==> config.mk <==
export PLATFORM = sky130hd
export DESIGN_NAME = sub32_serial
export DESIGN_NICKNAME = d
export VERILOG_FILES = /design/src/rtl/sub32_serial.sv
export SDC_FILE = /design/constraint.sdc
export NUM_CORES = 1
export LEC_CHECK = 0
export BUFFER_PORTS_ARGS = -buffer_cell sky130_fd_sc_hd__buf_4
export CORE_MARGIN = 10
export CORE_UTILIZATION = 54
export CTS_BUF_LIST = sky130_fd_sc_hd__clkbuf_4 sky130_fd_sc_hd__clkbuf_8 sky130_fd_sc_hd__clkbuf_16
export DETAILED_ROUTE_END_ITERATION = 6
export GPL_TIMING_DRIVEN = 0
export PLACE_DENSITY = 0.9
export RECOVER_POWER = 50
export SLEW_MARGIN = 25
export SYNTH_ARGS = -nofsm -noshare
export SYNTH_HDL_FRONTEND = slang
export SYNTH_SLANG_ARGS = --single-unit
==> constraint.sdc <==
create_clock -name clk -period 2.2 [get_ports clk]
set_clock_uncertainty 0.2 [all_clocks]
set_input_delay 0.33 -clock clk [delete_from_list [all_inputs] [get_ports clk]]
set_output_delay 0.33 -clock clk [all_outputs]
set_load 0.005 [all_outputs]
==> src/rtl/sub32_serial.sv <==
// Digit-serial subtractor: diff = a - b - bin, DIGIT bits per clock, LSB digit first.
// Optional signed-overflow output is enabled with the SUB32_OVF_EN macro.
//
// state  | meaning
// IDLE   | waiting for operands, in_ready=1
// RUN    | one digit per cycle, then one cycle to latch bout/ovf
// DONE   | result held, out_valid=1 until out_ready
module sub32_serial #(
  parameter int WIDTH = 32,
  parameter int DIGIT = 4
) (
  input  logic             clk,
  input  logic             rst,
  input  logic             in_valid,
  output logic             in_ready,
  input  logic [WIDTH-1:0] a,
  input  logic [WIDTH-1:0] b,
  input  logic             bin,
  output logic             out_valid,
  input  logic             out_ready,
  output logic [WIDTH-1:0] diff,
  output logic             bout
`ifdef SUB32_OVF_EN
  ,
  output logic             ovf
`endif
);

  localparam int NDIG = WIDTH / DIGIT;
  localparam int CW = $clog2(NDIG + 1);
  localparam logic [CW-1:0] LAST = CW'(NDIG);

  typedef enum logic [1:0] {
    S_IDLE,
    S_RUN,
    S_DONE
  } state_t;

  state_t           state_q, state_d;
  logic             accept, finish;
  logic [WIDTH-1:0] a_q, b_q;
  logic             borrow_q;
  logic [CW-1:0]    cnt_q;
  logic [DIGIT:0]   dig_res;
  logic [WIDTH+DIGIT-1:0] diff_cat;

  always_comb begin
    state_d   = state_q;
    in_ready  = 1'b0;
    out_valid = 1'b0;
    accept    = 1'b0;
    finish    = 1'b0;
    case (state_q)
      S_IDLE: begin
        in_ready = 1'b1;
        if (in_valid) begin
          accept  = 1'b1;
          state_d = S_RUN;
        end
      end
      S_RUN: begin
        // Counter reaching NDIG means every digit is in diff; spend this cycle latching.
        if (cnt_q == LAST) begin
          finish  = 1'b1;
          state_d = S_DONE;
        end
      end
      S_DONE: begin
        out_valid = 1'b1;
        if (out_ready) state_d = S_IDLE;
      end
      default: state_d = S_IDLE;
    endcase
  end

  assign dig_res  = {1'b0, a_q[DIGIT-1:0]} - {1'b0, b_q[DIGIT-1:0]} - {{DIGIT{1'b0}}, borrow_q};
  assign diff_cat = {dig_res[DIGIT-1:0], diff};

`ifdef SUB32_OVF_EN
  logic a_msb_q, b_msb_q;
`endif

  always_ff @(posedge clk) begin
    if (rst) begin
      state_q  <= S_IDLE;
      a_q      <= '0;
      b_q      <= '0;
      borrow_q <= 1'b0;
      cnt_q    <= '0;
      diff     <= '0;
      bout     <= 1'b0;
`ifdef SUB32_OVF_EN
      a_msb_q  <= 1'b0;
      b_msb_q  <= 1'b0;
      ovf      <= 1'b0;
`endif
    end else begin
      state_q <= state_d;
      if (accept) begin
        a_q      <= a;
        b_q      <= b;
        borrow_q <= bin;
        cnt_q    <= '0;
        diff     <= '0;
        bout     <= 1'b0;
`ifdef SUB32_OVF_EN
        a_msb_q  <= a[WIDTH-1];
        b_msb_q  <= b[WIDTH-1];
        ovf      <= 1'b0;
`endif
      end else if (finish) begin
        bout <= borrow_q;
`ifdef SUB32_OVF_EN
        ovf  <= (a_msb_q != b_msb_q) & (diff[WIDTH-1] != a_msb_q);
`endif
      end else if (state_q == S_RUN) begin
        // Operands shift down so the active digit is always at bit 0.
        diff     <= diff_cat[WIDTH+DIGIT-1:DIGIT];
        a_q      <= a_q >> DIGIT;
        b_q      <= b_q >> DIGIT;
        borrow_q <= dig_res[DIGIT];
        cnt_q    <= cnt_q + CW'(1);
      end
    end
  end

endmodule

Word-level counts from Yosys, hierarchy flattened

Cells that the tools add are included.

Register bits after elaboration: 104
Output and inout bits: 35
Bits of input ports: 69

Eq/ne operators: 7
$add $sub $neg: 3
Mux-type cells: 19
Bitwise logic cells: 1
Reductions and logical operators: 6

Operators by type and width:

| cell                  | number |
|---|---|
| $mux W32              | 6 |
| $mux W1               | 9 |
| $ne A2 B2 Y1 const B  | 4 |
| $mux W2               | 3 |
| $pmux W2 S3           | 1 |
| $sub A4 B4 Y5         | 1 |
| $sub A5 B1 Y5         | 1 |
| $add A4 B1 Y4 const B | 1 |
| $eq A4 B4 Y1 const B  | 1 |
| $reduce_and A2 Y1     | 2 |
| $reduce_and A3 Y1     | 1 |
| $eq A2 B1 Y1 const B  | 1 |
| $eq A2 B2 Y1 const B  | 1 |
| $logic_not A2 Y1      | 1 |
| $reduce_bool A2 Y1    | 1 |
| $reduce_or A2 Y1      | 1 |
| $not A1 Y1            | 1 |

Depth between registers and ports, before layout

Word-level depth: 5
Depth in mapped cells: 8
Mapped depth without buffers: 8

Worst setup path after synthesis

No wires, ideal clock.

Path kind: reg-to-reg
Start: register b_q[0]
End: register borrow_q
Data required time: 1.869 ns
Stages on the path, launching flop included: 9
Setup time: 0.131 ns
Path buffers: 0
Clock period less this slack: 1.744 ns
Slack: 0.456 ns
Data arrival time: 1.413 ns
Cell sequence: dfxtp_1 inv_1 fa_1 inv_1 fa_1 nand2_1 a21oi_1 xnor2_1 o31ai_1

Cells in the longest elaborated chain, start to end: 5

Ends and longest elaborated chain:

| element                  | line | source |
|---|---|---|
| start: declaration       | 41   | `logic [WIDTH-1:0] a_q, b_q;` |
| start signal: assignment | 120  | `b_q <= b_q >> DIGIT;` |
| $sub A4 B4 Y5            | 76   | `assign dig_res = {1'b0, a_q[DIGIT-1:0]} - {1'b0, b_q[DIGIT-1:0]} - {{DIGIT{1'b0}}, borrow_q};` |
| $sub A5 B1 Y5            | 76   |  |
| $mux W1                  | 116  | `end else if (state_q == S_RUN) begin` |
| $mux W1                  | 111  | `end else if (finish) begin` |
| $mux W1                  | 99   | `if (accept) begin` |
| end signal: assignment   | 102  | `borrow_q <= bin;` |
| end signal: assignment   | 121  | `borrow_q <= dig_res[DIGIT];` |
| end: declaration         | 42   | `logic borrow_q;` |

No other way between the ends. The select of a mux whose other input is x is not followed.
A chain may end at the register's enable or synchronous reset.

Worst setup path in the final report

Start: register state_q[0]
End: register b_q[17]

Cells in the longest elaborated chain, start to end: 4
Elaborated cells between the ends (all ways): 8
Those cells by class: 2 x eq/ne; 3 x mux; 3 x reduce/logical

Ends and longest elaborated chain:

| element                                                             | line    | source |
|---|---|---|
| start: declaration                                                  | 39      | `state_t state_q, state_d;` |
| start signal: assignment                                            | 98      | `state_q <= state_d;` |
| $eq A2 B1 Y1 or $logic_not A2 Y1 (tied branches)                    | 53, 116 |  |
| $mux W1                                                             | 53      | `case (state_q)` |
| $ne A2 B2 Y1 (no source line) or $reduce_bool A2 Y1 (tied branches) | -       |  |
| $reduce_and A2 Y1 (no source line)                                  | -       |  |

Parallel ways exist; a longest one is shown, timed or not.

==> results.toml <==
[finish]
drive_gt1_frac = 0.273
stdcell_area_mm2 = 0.00571
nets = 745
final_cells = 776
nFillCells = 655
area_delta_synth_final_pct = 22.8
diodes = 0

[setup_path]
rr_startpoint = "state_q[0]"
critPathLaunchType = "register"
end_kind = "register"
arrival_ns = 2.14
rrSetupSlack_ns = 0.15
slowest_delay_ns = 0.38
cp.required_ns = 2.28
worstSetupPathType = "register to register"
crit_fanout = 10
path_cells = "nor3b_2, buf_2, buf_1, nor3_1, nor4_2"
worstRegToRegCells = 5
startpoint = "state_q[0]"
slowest_stage = "nor3b_2"

[sta]
setup_viol = 0
period_needed_ns = 2.05
fmax_mhz = 487
finalWorstSetupSlack_ns = 0.147
tns_ns = 0
finalMaxSlewViolations = 0
relSlewSlack = 0.536
final-hold-violation-count = 0
worstMarginPinSlew_ns = 0.696
grt_setup_unrepaired = "false"
post-route-period-util = 0.933

[drt]
antenna_left = 0
finalWirelength_um = 12800
drtIter0Drc = 315
vias_per_cell = 5.72
vias = 4439
drc = 0
drtPass1Iterations = 5
post_drt_wl_per_cell_um = 16.5

[die]
initial_core_util = 0.561
row_count = 33
fp.dieW_um = 113
die-area_mm2 = 0.0127
io_pins = 104
fp.dieH_um = 113
coreArea_mm2 = 0.00830

[grt]
grt_pass1_vias = 4447
grt_max_degree = 16
gr-usage-all-layers = 0.190
grt-ovfl-total = 0
grt_pass1_wl_um = 20600
antenna_found_initial = 0

[clock_network]
clk_latency_ns = 0.36
post_cts_resized = 0
post_cts_buffers = 0
cts_hold_buf = 0
root_buffer = "clkbuf_8"
cts_max_level = 3
clkSlewWorstSetupHoldPaths_ns = 0.10
cts_tree = "done"
clock_path_buffers = 2
clock-sinks = 104
tritoncts.num_buffers = 9

[yosys]
yosysWarnings = 0
synth_top_cells_by_area = "dfxtp_1 (45%), nor4_2 (13%), nor3_1 (11%)"
synth_area_mm2 = 0.00465
synth_area_per_cell_um2 = 8.38
synth_nets = 632
yosysSeqAreaShare = 0.448
synth_top_area_share = 0.448
synth.distinct_cells = 29
synthCells = 555
yosysTopAreaCell = "dfxtp_1"
ys_ff_latch = 104

[power]
p_clk_frac = 0.289
p_int_uw = 2950
switchingPower_uw = 1180
finalPower_uw = 4140
p_leak_uw = 0.00215
comb_power_share = 0.201
sw_frac_of_total = 0.286
max-vdd-ir-drop_mv = 0.354
seq_power_share = 0.510
power_density_mw_per_mm2 = 724

[job]
cap_violations = 0

[place]
numPortBuffers = 102
post-place-cells = 762
post-place-ws_ns = 0.0998
place_area_mm2 = 0.00555
dp_hpwl_um = 9600
gp_congestion = 0.847

[min_path]
min_delay_path_depth = 3
hold_start = "a[29]"
hold_class = "input port to register"

[run_status]
outcome = "complete, no violations"
==> metrics by stage <==
stage | hold slack [ns] | util
floorplan | 0.249 | -
global placement | 0.252 | 0.669
detailed placement | 0.258 | 0.669
CTS | 0.00421 | 0.692
global route | 0.0182 | 0.688
finish | 0.0173 | 0.688
==> final timing paths <==
check             to
max          b_q[17]
min          a_q[29]
max reg2reg  b_q[17]
min reg2reg  diff[0]
==> metal layers <==
layer | GRT usage | vias up | share of wire
met5 | 0 | - | 0
met4 | 0.0770 | 0 | 0.023
met3 | 0.0407 | 29 | 0.072
met2 | 0.327 | 197 | 0.49
met1 | 0.225 | 2074 | 0.41
li1 | - | 2139 | -
==> state kept, by name, indices dropped and copies added, names as in the netlist <==
name      flops
state_q       2
b_q          32
cnt_q         4
bout          1
diff         32
borrow_q      1
a_q          32
==> critical path: cells and delay by family, from the launching register on <==
| kind | cells | cell delay, ns |
|---|---|---|
| DFF | 1 | 0.35 |
| buffers and inverters | 2 | 0.68 |
| and+or+nand+nor | 3 | 0.74 |
==> power by group through the flow <==
stage | clock [µW] | sequential, µW | combinational, µW
final | 1200 | 2110 | 830
after global routing | 1260 | 2120 | 913
after CTS | 1200 | 2110 | 827
after detailed placement | 0 | 2150 | 820
after floorplan | 0 | 2120 | 583
after global placement | 0 | 2140 | 790
==> cells by family after synthesis <==
| kind of cell | share of synthesized area |
|---|---|
| simple gates | 0.390 |
| flops | 0.448 |
| buf+inv | 0.0627 |
| compound gates | 0.0613 |
| fa+ha+maj | 0.0247 |
| xor+xnor | 0.0113 |
| mux | 0.00215 |
==> cells in the final DEF (no fill, tap or decap), drive strengths merged, types with 2 or more instances in the layout <==
| cell type | n |
|---|---|
| nand3 | 8 |
| nand4 | 2 |
| clkbuf | 75 |
| fa | 2 |
| xnor2 | 4 |
| nor2b | 3 |
| o31ai | 2 |
| ha | 6 |
| a311oi | 5 |
| nor2 | 62 |
| a21oi | 42 |
| nand3b | 2 |
| nand2 | 86 |
| inv | 13 |
| xor2 | 2 |
| buf | 90 |
| dfxtp | 104 |
| nor3 | 104 |
| nor4 | 51 |
==> layout make-up <==
class                           instances  area (µm²)  area share
Multi-Input combinational cell        386        2280       0.399
Sequential cell                       104        2080       0.364
Timing Repair Buffer                  102         736       0.129
Buffer                                 52         243      0.0425
Clock buffer                           11         151      0.0265
Tap cell                              105         131      0.0230
Inverter                               13        48.8     0.00854
Clock inverter                          3        42.5     0.00745
==> synthesized netlist by cell type <==
cell type  count
nor2_1        62
a311oi_1       5
and2_1         1
nor4_1         1
o31ai_1        2
xor2_1         2
buf_1          9
buf_6          1
ha_1           6
nand2_1       85
clkbuf_1      22
nor2b_1        3
dfxtp_1      104
nor4_2        50
mux2i_1        1
a211oi_1       1
a21oi_1       42
nand3_1        8
nand2_2        1
inv_1         13
nand4_1        2
buf_4          6
fa_1           2
nand3b_1       2
buf_2         14
xnor2_1        4
a32oi_1        1
nor3_1       104
nor3b_2        1
Note: power is estimated with default switching activity, not from simulation.
